[src/rtl/guess_entry_collector_if.sv]
// Digit-entry bundle between the key pad and the guess collector.
// The master drives the raw keys; the slave returns the assembled guess and status strobes.
interface guess_entry_collector_if;
  logic [9:0]  key;
  logic [15:0] guess;
  logic [2:0]  digit_count;
  logic        guess_valid;
  logic        dup_err;
  logic        multi_err;

  modport master (
    output key,
    input  guess, digit_count, guess_valid, dup_err, multi_err
  );

  modport slave (
    input  key,
    output guess, digit_count, guess_valid, dup_err, multi_err
  );
endinterface

[src/rtl/guess_entry_collector.sv]
// Debounces ten digit keys and assembles four distinct digits into a BCD guess,
// strobing guess_valid on completion and flagging duplicate or multi-key presses.
module guess_entry_collector #(
  parameter int         DEBOUNCE_CYCLES = 4,
  parameter logic [3:0] EMPTY_NIBBLE    = 4'hF
) (
  input  logic                    clk,
  input  logic                    rst,
  guess_entry_collector_if.slave  bus
);

  localparam logic [7:0]  CNT_LAST    = 8'(DEBOUNCE_CYCLES - 1);
  localparam logic [15:0] GUESS_EMPTY = {4{EMPTY_NIBBLE}};

  typedef enum logic [1:0] {S_EMPTY, S_ENTRY, S_FULL} state_t;

  logic [9:0] sync_p0, sync_p1;
  logic [9:0] deb, deb_d;
  logic [7:0] cnt [10];

  // Stage boundary: two-flop synchroniser, then per-key debounce counter
  always_ff @(posedge clk or negedge rst) begin
    if (!rst) begin
      sync_p0 <= '0;
      sync_p1 <= '0;
      deb     <= '0;
      deb_d   <= '0;
      for (int i = 0; i < 10; i++) cnt[i] <= '0;
    end else begin
      sync_p0 <= bus.key;
      sync_p1 <= sync_p0;
      deb_d   <= deb;
      for (int i = 0; i < 10; i++) begin
        if (sync_p1[i] == deb[i]) begin
          cnt[i] <= '0;
        end else if (cnt[i] == CNT_LAST) begin
          deb[i] <= sync_p1[i];
          cnt[i] <= '0;
        end else begin
          cnt[i] <= cnt[i] + 8'd1;
        end
      end
    end
  end

  logic [9:0] press;
  logic       ev_one, ev_many;
  logic [3:0] ev_digit;

  assign press   = deb & ~deb_d;
  assign ev_one  = (press != '0) && ((press & (press - 10'd1)) == '0);
  assign ev_many = (press != '0) && !ev_one;

  always_comb begin
    ev_digit = 4'd0;
    for (int i = 0; i < 10; i++) begin
      if (press[i]) ev_digit = 4'(i);
    end
  end

  state_t      state;
  logic [15:0] guess_q;
  logic [2:0]  count_q;
  logic        valid_q, dup_q, multi_q;
  logic        is_dup;

  // Only filled positions take part, so digit 0 never collides with an empty slot
  always_comb begin
    is_dup = 1'b0;
    for (int i = 0; i < 4; i++) begin
      if ((3'(i) < count_q) && (guess_q[15 - 4*i -: 4] == ev_digit)) is_dup = 1'b1;
    end
  end

  // Stage boundary: entry FSM with registered guess, count and strobes
  always_ff @(posedge clk or negedge rst) begin
    if (!rst) begin
      state   <= S_EMPTY;
      guess_q <= GUESS_EMPTY;
      count_q <= 3'd0;
      valid_q <= 1'b0;
      dup_q   <= 1'b0;
      multi_q <= 1'b0;
    end else begin
      valid_q <= 1'b0;
      dup_q   <= 1'b0;
      multi_q <= 1'b0;
      if (ev_many) begin
        multi_q <= 1'b1;
      end else if (ev_one) begin
        case (state)
          S_ENTRY: begin
            if (is_dup) begin
              dup_q <= 1'b1;
            end else begin
              case (count_q)
                3'd1:    guess_q[11:8] <= ev_digit;
                3'd2:    guess_q[7:4]  <= ev_digit;
                default: guess_q[3:0]  <= ev_digit;
              endcase
              count_q <= count_q + 3'd1;
              if (count_q == 3'd3) begin
                state   <= S_FULL;
                valid_q <= 1'b1;
              end
            end
          end
          default: begin
            // Empty or full: the press starts a fresh guess
            guess_q <= {ev_digit, EMPTY_NIBBLE, EMPTY_NIBBLE, EMPTY_NIBBLE};
            count_q <= 3'd1;
            state   <= S_ENTRY;
          end
        endcase
      end
    end
  end

  assign bus.guess       = guess_q;
  assign bus.digit_count = count_q;
  assign bus.guess_valid = valid_q;
  assign bus.dup_err     = dup_q;
  assign bus.multi_err   = multi_q;

endmodule
[src/flat_wrapper.sv]
// flat-port wrapper written by rule: the top's interface ports become plain ports
module guess_entry_collector_flat 
#(
  parameter int         DEBOUNCE_CYCLES = 4,
  parameter logic [3:0] EMPTY_NIBBLE    = 4'hF
)
  (clk, rst, bus_key, bus_guess, bus_digit_count, bus_guess_valid, bus_dup_err, bus_multi_err);
  guess_entry_collector_if bus_i ();
  input  logic clk;
  input  logic rst;
  input wire logic [$bits(bus_i.key)-1:0] bus_key;
  output wire logic [$bits(bus_i.guess)-1:0] bus_guess;
  output wire logic [$bits(bus_i.digit_count)-1:0] bus_digit_count;
  output wire logic [$bits(bus_i.guess_valid)-1:0] bus_guess_valid;
  output wire logic [$bits(bus_i.dup_err)-1:0] bus_dup_err;
  output wire logic [$bits(bus_i.multi_err)-1:0] bus_multi_err;
  assign bus_i.key = bus_key;
  assign bus_guess = bus_i.guess;
  assign bus_digit_count = bus_i.digit_count;
  assign bus_guess_valid = bus_i.guess_valid;
  assign bus_dup_err = bus_i.dup_err;
  assign bus_multi_err = bus_i.multi_err;
  guess_entry_collector #(.DEBOUNCE_CYCLES(DEBOUNCE_CYCLES), .EMPTY_NIBBLE(EMPTY_NIBBLE)) u_core (.clk(clk), .rst(rst), .bus(bus_i));
endmodule
[config.mk]
export PLATFORM = sky130hd
export DESIGN_NAME = guess_entry_collector_flat
export DESIGN_NICKNAME = d
export VERILOG_FILES = /design/src/rtl/guess_entry_collector_if.sv /design/src/rtl/guess_entry_collector.sv /design/src/flat_wrapper.sv
export SDC_FILE = /design/constraint.sdc
export NUM_CORES = 1
export LEC_CHECK = 0
export CAP_MARGIN = 20
export CORE_MARGIN = 2
export CORE_UTILIZATION = 45
export CTS_BUF_LIST = sky130_fd_sc_hd__clkbuf_2 sky130_fd_sc_hd__clkbuf_4 sky130_fd_sc_hd__clkbuf_8
export CTS_CLUSTER_DIAMETER = 40
export DETAILED_ROUTE_END_ITERATION = 12
export GPL_TIMING_DRIVEN = 0
export PLACE_DENSITY_LB_ADDON = 0.12
export SLEW_MARGIN = 5
export SYNTH_ARGS = -nofsm -noshare
export SYNTH_HDL_FRONTEND = slang
export SYNTH_SLANG_ARGS = --single-unit
export TNS_END_PERCENT = 30
[constraint.sdc]
create_clock -name clk -period 2.5 [get_ports clk]
set_input_delay 0.5 -clock clk [delete_from_list [all_inputs] [get_ports clk]]
set_output_delay 0.5 -clock clk [all_outputs]
set_load 0.05 [all_outputs]
==> results_dict.tcl <==
set metrics [dict create \
    p_seq_share_pct 36.8 \
    stdcell_count 823 \
    irDropWorstVdd_mv 0.524 \
    worst_pin_slew_ps 719 \
    syn_avg_cell_area_um2 11.4 \
    grt_overflow 0 \
    cp_num_buf_inv 1 \
    hp-class "input pin to async pin" \
    p_leak_uw 0.00341 \
    final_antenna_net_count 0 \
    p_comb_share_pct 43.0 \
    required_ps 2000 \
    p_int_uw 5670 \
    switching_share_pct 40.3 \
    slowest_stage "clkdlybuf4s50_1" \
    io_pins 34 \
    dieWidth_um 124 \
    synth_cells 570 \
    fin_tns_setup_ps 0 \
    path_delay_family "buffers and inverters" \
    net-switching-power_uw 3830 \
    synth_edf_count 0 \
    r2r_start "u_core.deb[5]$_DFFE_PN0P_" \
    antenna_found_initial 0 \
    cts_tree "built" \
    synthXorXnorAreaFrac_pct 10.4 \
    period_share_pct 94.5 \
    cpPeakStageDelay_ps 830 \
    power_uw 9500 \
    numPortBuffers 33 \
    drive_gt1_share_pct 17.3 \
    ys_ff_latch 144 \
    netlist_area_um2 6470 \
    grt_max_degree 80 \
    worstSetupStartpointType "register" \
    grt_usage_pct 16.9 \
    synth-compound-area-share_pct 6.38 \
    async_reset_ff_share_pct 100 \
    relSlewSlack_pct 52.1 \
    clk_pin_slew_ps 80 \
    core_area_um2 14000 \
    clk_path_buf_depth 2 \
    synth.area.top_cells "dfrtp_1 (49%), xor2_1 (7.6%), dfstp_2 (6.5%)" \
    crit_path_cell_trace "clkdlybuf4s50_1" \
    ys_types 67 \
    drt-initial-drc-count 237 \
    clock_power_share_pct 20.3 \
    first_pass_iters 4 \
    clock_latency_ps 440 \
    clock_skew_ps 9.14 \
    grt_pass1_wl_mm 20.0 \
    drt-wirelength-per-cell_um 13.9 \
    yosysTopAreaCell "dfrtp_1" \
    first_global_vias 4201 \
    yosysWarnings 0 \
    crit_path_start "u_core.bus.guess[12]$_DFFE_PN1P_" \
    end_kind "output pin" \
    synth_ff_type "dfrtp_1" \
    min_period_ps 2360 \
    synth_top_cell_area_share_pct 49.5 \
    drt-total-wl_mm 11.4 \
    status "finished, final reports clean" \
    start_util_pct 46.3 \
    postCtsHoldBufs 0 \
    synthAdderAreaFrac_pct 2.32 \
    via_per_inst 5.19 \
    worstPathArrival_ps 1860 \
    timing.fmax_mhz 423 \
    n_fill_cell 1226 \
    cts_sinks 144 \
    die-area_um2 15400 \
    ys_seq_area_share_pct 56.0 \
    route.detailed.drc 0 \
    synth_fp_nets 594 \
    placed_cells 784 \
    cts_made_buffers 17 \
    finalSetupViolCount 0 \
    path_max_fanout 6 \
    synth_top_family_by_area "simple AND/OR/NAND/NOR gates" \
    rows 43 \
    h-tree-depth 4 \
    nets 654 \
    maxCapViolations 0 \
    dpl.hpwl_mm 7.79 \
    area_delta_synth_final_pct 17.0 \
    hold_viol 0 \
    synthMuxAreaShare_pct 2.09 \
    synthSimpleGateAreaFrac_pct 21.8 \
    path_class "register to output pin" \
    die_y_um 124 \
    num_vias 4274 \
    power_density_nw_per_um2 1260 \
    gp_congestion 0.823 \
    slew_violations 0 \
    cts-root-buf "clkbuf_8" \
    insertedDiodeCount 0 \
]
kinds of logic after synthesis:
family / count (synthesis)
and+or+nand+nor: 258
DFF: 144
buffers and inverters: 13
adders and majority gates: 12
muxes: 12
AOI/OAI and AO/OA: 55
xor gates and xnor gates: 76
flip-flops by register name, indices dropped and copies added, names as in the netlist:
| signal | flops |
|---|---|
| u_core.bus.dup_err | 1 |
| u_core.sync_p1 | 10 |
| u_core.cnt | 80 |
| u_core.deb | 10 |
| u_core.bus.guess | 16 |
| u_core.sync_p0 | 10 |
| u_core.state | 2 |
| u_core.bus.digit_count | 3 |
| u_core.bus.multi_err | 1 |
| u_core.bus.guess_valid | 1 |
| u_core.deb_d | 10 |
placed cells by master, fill, tap and decap left out, types with 4 or more instances in the layout:
| cell | synthesis | routed |
|---|---|---|
| a211oi_1 | 5 | 5 |
| a21oi_1 | 16 | 15 |
| and2_1 | 9 | 8 |
| and3_1 | 27 | 27 |
| buf_4 | 1 | 9 |
| clkbuf_8 | 0 | 19 |
| clkdlybuf4s50_1 | 0 | 32 |
| clkinvlp_4 | 0 | 4 |
| dfrtp_1 | 128 | 125 |
| dfstp_2 | 16 | 16 |
| ha_1 | 12 | 12 |
| inv_1 | 9 | 9 |
| mux2_2 | 12 | 12 |
| nand2_1 | 31 | 31 |
| nand2b_4 | 2 | 4 |
| nand3_1 | 47 | 47 |
| nor2_1 | 79 | 79 |
| nor2_4 | 4 | 4 |
| nor3_1 | 14 | 14 |
| nor4b_1 | 9 | 9 |
| o22a_1 | 5 | 5 |
| o22ai_1 | 6 | 6 |
| xnor2_1 | 19 | 18 |
| xor2_1 | 56 | 56 |
worst paths after layout:
path / to / slack [ps] / depth (start not counted)
worst min-delay path: u_core.cnt[60]$_DFF_PN0_ / 80 / 1
max in group asynchronous: u_core.bus.guess[3]$_DFFE_PN1P_ / 1630 / 2
worst max-delay path: bus_guess[12] / 140 / 1
min in group clk: u_core.sync_p1[7]$_DFF_PN0_ / 350 / 0
worst min register to register: u_core.sync_p1[7]$_DFF_PN0_ / 350 / 0
worst max register to register: u_core.bus.guess[7]$_DFFE_PN1P_ / 150 / 9
per-layer routing:
layer  track usage [%]  up-vias  routed length (um)
met5                 0        -                   0
met4              5.62        0                 136
met3              5.45       12                 471
met2              26.3       70                5310
met1              22.4     2086                5490
li1                  -     2106                   -
worst reg2reg max path: cells and delay by family (launching register included):
kind | cells | cell delay [ps]
simple gates | 6 | 1420
flops | 1 | 450
compound gates | 3 | 390
power by group through the flow:
stage / clock [uW] / sequential [uW] / combinational (uW)
after floorplan: 0 / 3870 / 2530
after global placement: 0 / 3510 / 3820
after detailed placement: 0 / 3520 / 3890
after CTS: 1990 / 3480 / 3910
after global routing: 2110 / 3580 / 4520
final: 1930 / 3490 / 4080
Yosys cell counts, types with 2 or more instances:
library cell  instances
a211oi_1              5
a21oi_1              16
a22oi_1               3
and2_1                9
and2b_1               2
and3_1               27
buf_6                 2
dfrtp_1             128
dfstp_2              16
ha_1                 12
inv_1                 9
mux2_2               12
nand2_1              31
nand2b_1              4
nand2b_4              2
nand3_1              47
nor2_1               79
nor2_4                4
nor2b_1               3
nor3_1               14
nor4_1                3
nor4b_1               9
o21ai_0               3
o21bai_2              2
o22a_1                5
o22ai_1               6
or2b_1                3
or3_4                 2
xnor2_1              19
xor2_1               56
stage by stage:
stage	worst slack [ps]	utilization, %	hold WS [ps]	instance area (um^2)
final	136	54.1	78.2	7570
after global routing	-5.86	54.1	112	7570
after CTS	13.8	53.5	94.2	7480
after detailed placement	45.0	50.4	336	7060
after global placement	-4760	50.2	333	7030
after floorplan	324	-	204	6470
what timing repair did:
item                                    4_1_cts  5_1_grt
setup buffers                                 0        8
endpoints found under the setup margin        0       18
resized for setup                             0       10
area by class of cell:
cell class | instances | area, um^2 | area share, %
plain buffers | 3 | 30.0 | 0.397
clock buffers | 19 | 262 | 3.45
clock inverters | 13 | 161 | 2.13
inverters | 9 | 33.8 | 0.446
multi-input cells | 413 | 2810 | 37.2
flip-flops and latches | 144 | 3630 | 47.9
well taps | 180 | 225 | 2.97
repair buffers | 42 | 419 | 5.54
Power figures use the tool's default switching activity.
